`src/rtl/mlblock_sequencer.sv`:
```
`default_nettype none
// ============================================================================
// Module   : mlblock_sequencer
// Brief    : Job sequencer driving an MLBlock through config shift, weight
//            load, windowed compute and result drain.
// Revision : 1.0 - initial release
// ============================================================================
module mlblock_sequencer #(
   parameter int CFG_LEN   = 8,
   parameter int CNT_W     = 16,
   parameter int DRAIN_CYC = 3
) (
   input  logic               clk,
   input  logic               reset,
   input  logic               start,
   input  logic               abort,
   input  logic [CFG_LEN-1:0] cfg_word,
   input  logic [CNT_W-1:0]   w_cycles,
   input  logic [CNT_W-1:0]   acc_len,
   input  logic [CNT_W-1:0]   n_acc,
   output logic               config_en,
   output logic               config_in,
   output logic               W_en,
   output logic               I_en,
   output logic               Res_en,
   output logic               Res_cas_in_zero,
   output logic               busy,
   output logic               done,
   output logic               err
);

   localparam logic [2:0] c_idle  = 3'd0;
   localparam logic [2:0] c_cfg   = 3'd1;
   localparam logic [2:0] c_wload = 3'd2;
   localparam logic [2:0] c_comp  = 3'd3;
   localparam logic [2:0] c_drain = 3'd4;
   localparam logic [2:0] c_done  = 3'd5;

   localparam logic [CNT_W-1:0] c_one       = CNT_W'(1);
   localparam logic [CNT_W-1:0] c_cfg_last  = CNT_W'(CFG_LEN - 1);
   localparam logic [CNT_W-1:0] c_drain_last = CNT_W'((DRAIN_CYC > 0) ? DRAIN_CYC - 1 : 0);

   logic [2:0]         r_state;
   logic [CNT_W-1:0]   r_cnt;
   logic [CNT_W-1:0]   r_win;
   logic [CFG_LEN-1:0] r_cfg;
   logic [CNT_W-1:0]   r_w_cycles;
   logic [CNT_W-1:0]   r_acc_len;
   logic [CNT_W-1:0]   r_n_acc;

   logic [2:0]         w_state_nxt;
   logic [CNT_W-1:0]   w_cnt_nxt;
   logic [CNT_W-1:0]   w_win_nxt;
   logic               w_accept;
   logic               w_reject;

   logic w_config_en_nxt, w_config_in_nxt, w_w_en_nxt, w_i_en_nxt, w_res_en_nxt;
   logic w_cas_zero_nxt, w_busy_nxt, w_done_nxt, w_err_nxt;

   assign w_accept = (r_state == c_idle) && start && (acc_len != '0) && (n_acc != '0);
   assign w_reject = (r_state == c_idle) && start && ((acc_len == '0) || (n_acc == '0));

   // State register, counters, latched job parameters and registered outputs
   always_ff @(posedge clk or posedge reset) begin
      if (reset) begin
         r_state         <= c_idle;
         r_cnt           <= '0;
         r_win           <= '0;
         r_cfg           <= '0;
         r_w_cycles      <= '0;
         r_acc_len       <= '0;
         r_n_acc         <= '0;
         config_en       <= 1'b0;
         config_in       <= 1'b0;
         W_en            <= 1'b0;
         I_en            <= 1'b0;
         Res_en          <= 1'b0;
         Res_cas_in_zero <= 1'b0;
         busy            <= 1'b0;
         done            <= 1'b0;
         err             <= 1'b0;
      end else begin
         r_state <= w_state_nxt;
         r_cnt   <= w_cnt_nxt;
         r_win   <= w_win_nxt;
         if (w_accept) begin
            r_cfg      <= cfg_word << 1;
            r_w_cycles <= w_cycles;
            r_acc_len  <= acc_len;
            r_n_acc    <= n_acc;
         end else if (r_state == c_cfg) begin
            r_cfg <= r_cfg << 1;
         end
         config_en       <= w_config_en_nxt;
         config_in       <= w_config_in_nxt;
         W_en            <= w_w_en_nxt;
         I_en            <= w_i_en_nxt;
         Res_en          <= w_res_en_nxt;
         Res_cas_in_zero <= w_cas_zero_nxt;
         busy            <= w_busy_nxt;
         done            <= w_done_nxt;
         err             <= w_err_nxt;
      end
   end

   // r_cnt is the cycle index within the current phase (or window in COMP)
   always_comb begin
      w_state_nxt = r_state;
      w_cnt_nxt   = r_cnt;
      w_win_nxt   = r_win;
      case (r_state)
         c_idle: begin
            if (w_accept) begin
               w_state_nxt = c_cfg;
               w_cnt_nxt   = '0;
               w_win_nxt   = '0;
            end
         end
         c_cfg: begin
            if (r_cnt == c_cfg_last) begin
               w_state_nxt = (r_w_cycles != '0) ? c_wload : c_comp;
               w_cnt_nxt   = '0;
               w_win_nxt   = '0;
            end else begin
               w_cnt_nxt = r_cnt + c_one;
            end
         end
         c_wload: begin
            if (r_cnt == r_w_cycles - c_one) begin
               w_state_nxt = c_comp;
               w_cnt_nxt   = '0;
               w_win_nxt   = '0;
            end else begin
               w_cnt_nxt = r_cnt + c_one;
            end
         end
         c_comp: begin
            if (r_cnt == r_acc_len - c_one) begin
               w_cnt_nxt = '0;
               if (r_win == r_n_acc - c_one) begin
                  w_state_nxt = (DRAIN_CYC != 0) ? c_drain : c_done;
                  w_win_nxt   = '0;
               end else begin
                  w_win_nxt = r_win + c_one;
               end
            end else begin
               w_cnt_nxt = r_cnt + c_one;
            end
         end
         c_drain: begin
            if (r_cnt == c_drain_last) begin
               w_state_nxt = c_done;
               w_cnt_nxt   = '0;
            end else begin
               w_cnt_nxt = r_cnt + c_one;
            end
         end
         c_done: begin
            w_state_nxt = c_idle;
            w_cnt_nxt   = '0;
         end
         default: begin
            w_state_nxt = c_idle;
            w_cnt_nxt   = '0;
            w_win_nxt   = '0;
         end
      endcase
      if (abort && (r_state != c_idle)) begin
         w_state_nxt = c_idle;
         w_cnt_nxt   = '0;
         w_win_nxt   = '0;
      end
   end

   // Outputs are decoded from the upcoming state so they register in step with it
   always_comb begin
      w_config_en_nxt = (w_state_nxt == c_cfg);
      w_config_in_nxt = 1'b0;
      if (w_accept)
         w_config_in_nxt = cfg_word[CFG_LEN-1];
      else if ((r_state == c_cfg) && (w_state_nxt == c_cfg))
         w_config_in_nxt = r_cfg[CFG_LEN-1];
      w_w_en_nxt      = (w_state_nxt == c_wload);
      w_i_en_nxt      = (w_state_nxt == c_comp);
      w_res_en_nxt    = (w_state_nxt == c_comp) || (w_state_nxt == c_drain);
      w_cas_zero_nxt  = (w_state_nxt == c_comp) && (w_cnt_nxt == '0);
      w_busy_nxt      = (w_state_nxt != c_idle);
      w_done_nxt      = (w_state_nxt == c_done);
      w_err_nxt       = w_reject;
   end

endmodule
`default_nettype wire

```
`config.mk`:
```
export PLATFORM = sky130hd
export DESIGN_NAME = mlblock_sequencer
export DESIGN_NICKNAME = d
export VERILOG_FILES = /design/src/rtl/mlblock_sequencer.sv
export SDC_FILE = /design/constraint.sdc
export NUM_CORES = 1
export LEC_CHECK = 0
export ABC_AREA = 1
export BUFFER_PORTS_ARGS = -buffer_cell sky130_fd_sc_hd__buf_4
export CORE_MARGIN = 8
export CORE_UTILIZATION = 45
export DETAILED_ROUTE_END_ITERATION = 8
export MAX_ROUTING_LAYER = met4
export PLACE_DENSITY = 0.68
export SLEW_MARGIN = 10
export SYNTH_ARGS = -nofsm -noshare
export SYNTH_HDL_FRONTEND = slang
export SYNTH_SLANG_ARGS = --single-unit
export TNS_END_PERCENT = 20
```
`constraint.sdc`:
```
create_clock -name clk -period 4.8 [get_ports clk]
set_input_delay 0.96 -clock clk [delete_from_list [all_inputs] [get_ports clk]]
set_output_delay 0.96 -clock clk [all_outputs]
set_load 0.01 [all_outputs]
```
==> summary.md <==
| Metric | Value |
|---|---|
| Status | `finished, final reports clean` |
| LEAKAGE | `3.81 nW` |
| Worst Hold Class | `reg2reg` |
| Crit end category | `flop` |
| Syn-to-layout area delta | `14.7%` |
| CTS resizes | `0` |
| CP max stage cell | `nor4_1` |
| Final core occ | `53.1%` |
| Final wirelength | `16.3 mm` |
| Hold Vio Cnt, Final | `0` |
| CTS buffer count | `9` |
| Num Clock Sinks | `99` |
| IO Port Bufs | `68` |
| First-pass GRT wire length | `28.2 mm` |
| Worst skew pair latency | `0.36 ns` |
| Starting density of the core | `46.3%` |
| Vias | `5943` |
| RSZ-0062 raised after global routing | `false` |
| CP max stage delay | `0.43 ns` |
| Most frequent cells in the layout | `nand2_1, inv_1, dfrtp_1, nor2_1, buf_4` |
| Post-DRT Antenna Nets | `0` |
| Final Skew | `0.00948 ns` |
| Max Slew Vio Count | `0` |
| Clock transition at the registers of the reported paths | `0.07 ns` |
| Max Cap Violations | `0` |
| Library cells used by synthesis | `40` |
| CP Class | `in2reg` |
| Share of cells above drive strength 1 | `12.1%` |
| Max VDD drop | `0.223 mV` |
| CP max FO | `19` |
| Post-synthesis sequential area ratio | `38.4%` |
| Detailed placer's ending HPWL | `12.3 mm` |
| FP Rows | `43` |
| WP data required | `5.07 ns` |
| CTS tree | `done` |
| EDFF count, synth | `0` |
| Commonest non-fill, non-tap cell in the layout | `nand2_1` |
| Vias in the first global route | `5951` |
| Synthesized net count | `1007` |
| Final setup fails | `0` |
| Synth Warn # | `0` |
| Post-synthesis register bit count | `99` |
| Tcrit/Tclk final | `63.6%` |
| DRT iter0 DRCs | `305` |
| Gpl congestion | `0.893` |
| Top_reg_cell synth | `dfrtp_1` |
| GRT Total Usage | `19.5%` |
| Critical path, cell by cell | `buf_4 > nor4_1 > nand4_1 > nand3_2 > nand2_1 > nand4_1 > nand2_2 > nand2_1 > inv_2 > nor3_1` |
| CTS HTree Levels | `3` |
| Avg Cell Area, Syn | `6.86 um^2` |
| Die area | `0.0184 mm^2` |
| CORE AREA | `0.0139 mm^2` |
| Post-synthesis cell count | `941` |
| GRT Residual Overflow | `0` |
| I/O Pins | `69` |
| Pin count of the biggest net entering global routing | `79` |
| Post CTS Setup Buffer Count | `0` |
| Fin crit period | `3.05 ns` |
| Setup ws final | `1.75 ns` |
| Power Dens Cells | `515 mW/mm^2` |
| Crit path DAT | `3.33 ns` |
| Final TNS setup | `0 ns` |
| Startpoint Class | `input port` |
| Final layout net count | `1070` |
| Least-Margin Pin Slew | `0.982 ns` |
| Chip height | `136 um` |
| Synthesized area | `0.00646 mm^2` |
| Die width | `136 um` |
| Drt first pass iters | `5` |
| Final antenna diode count | `0` |
| Post-CTS Hold Fix Bufs | `0` |
| Pre-CTS worst setup slack | `1.34 ns` |
| Max-slew headroom | `34.5%` |
| Antenna violations before repair | `0` |
| Maximum clock path buffer count | `2` |
| Avg WL per Cell | `13.7 um` |
| Clock Root Buffer | `clkbuf_16` |
| Via density | `5.00` |
| DRC viols | `0` |
| Ys async rst share | `100%` |
| Max Fclk | `328 MHz` |
==> cell usage after synthesis, types with 11 or more instances <==
cell | n | share of area (%)
a21oi_1 | 20 | 1.6
dfrtp_1 | 99 | 38
inv_1 | 126 | 7.3
inv_2 | 11 | 0.64
nand2_1 | 294 | 17
nand3_1 | 59 | 4.6
nand4_1 | 15 | 1.5
nor2_1 | 99 | 5.8
nor2_2 | 11 | 1.1
nor3_1 | 17 | 1.3
o21ai_0 | 58 | 4.5
xnor2_1 | 19 | 2.6
xor2_1 | 40 | 5.4
==> cells by family (layout without fill, tap and decap cells) <==
logic type      count (synthesis)  count (layout)  synth area share (%)
xor+xnor                       59              59                  8.00
flops                          99              99                  38.4
fa+ha+maj                       6               6                  1.16
buf+inv                       156             223                  9.40
simple gates                  528             528                  35.5
compound gates                 93              93                  7.60
==> final timing paths <==
path | start | end | cells after the start | slack, ns
worst max-delay path | acc_len[8] | r_win[8] | 10 | 1.75
worst min-delay path | r_cfg[6] | r_cfg[6] | 2 | 0.49
worst max register to register | r_state[1] | r_w_cycles[6] | 8 | 1.83
worst min register to register | r_cfg[6] | r_cfg[6] | 2 | 0.49
max in group asynchronous | reset | r_win[9] | 3 | 3.08
min in group asynchronous | reset | r_w_cycles[14] | 2 | 0.84
==> layer usage <==
layer,GRT usage (%),wire (um),share of wire (%),vias up
li1,-,-,-,3078
met1,24.0,7610,47,2734
met5,-,0,0,-
met3,3.97,627,3.8,21
met4,5.49,238,1.5,0
met2,31.6,7860,48,110
==> cell type report <==
cell class	instances	area [um^2]
Inverter	138	520
Clock buffer	11	233
Clock inverter	4	51.3
Tap cell	180	225
Sequential cell	99	2480
Fill cell	1402	6530
Timing Repair Buffer	70	526
Multi-Input combinational cell	686	3370
==> registers in the layout, indices dropped and copies added, names as in the netlist, 3 cells and up <==
| register | flops |
|---|---|
| r_acc_len | 16 |
| r_cnt | 16 |
| r_n_acc | 16 |
| r_w_cycles | 16 |
| r_win | 16 |
| r_cfg | 7 |
| r_state | 3 |
==> through the flow <==
stage / power (mW) / area (um^2) / instances / hold slack [ns]
2_1_floorplan: 2.68 / 6460 / 941 / 0.449
3_3_place_gp: 3.08 / 7120 / 1173 / 0.476
3_5_place_dp: 3.10 / 7120 / 1173 / 0.472
4_1_cts: 3.85 / 7410 / 1188 / 0.489
5_1_grt: 4.18 / 7410 / 1188 / 0.524
6_report: 3.82 / 7410 / 1188 / 0.487
==> report_power, final <==
group	internal [mW]	leakage [nW]	total (mW)	switching, mW
Sequential	1.09	1.28	1.37	0.278
Combinational	0.632	2.39	1.73	1.10
Clock	0.403	0.136	0.723	0.320
Total	2.12	3.81	3.82	1.69
==> worst max-delay path, delay by kind of cell <==
| family | cells | cell delay, ns |
|---|---|---|
| and+or+nand+nor | 8 | 2.15 |
| buffers and inverters | 2 | 0.22 |
Note: power is estimated with default switching activity, not from simulation.
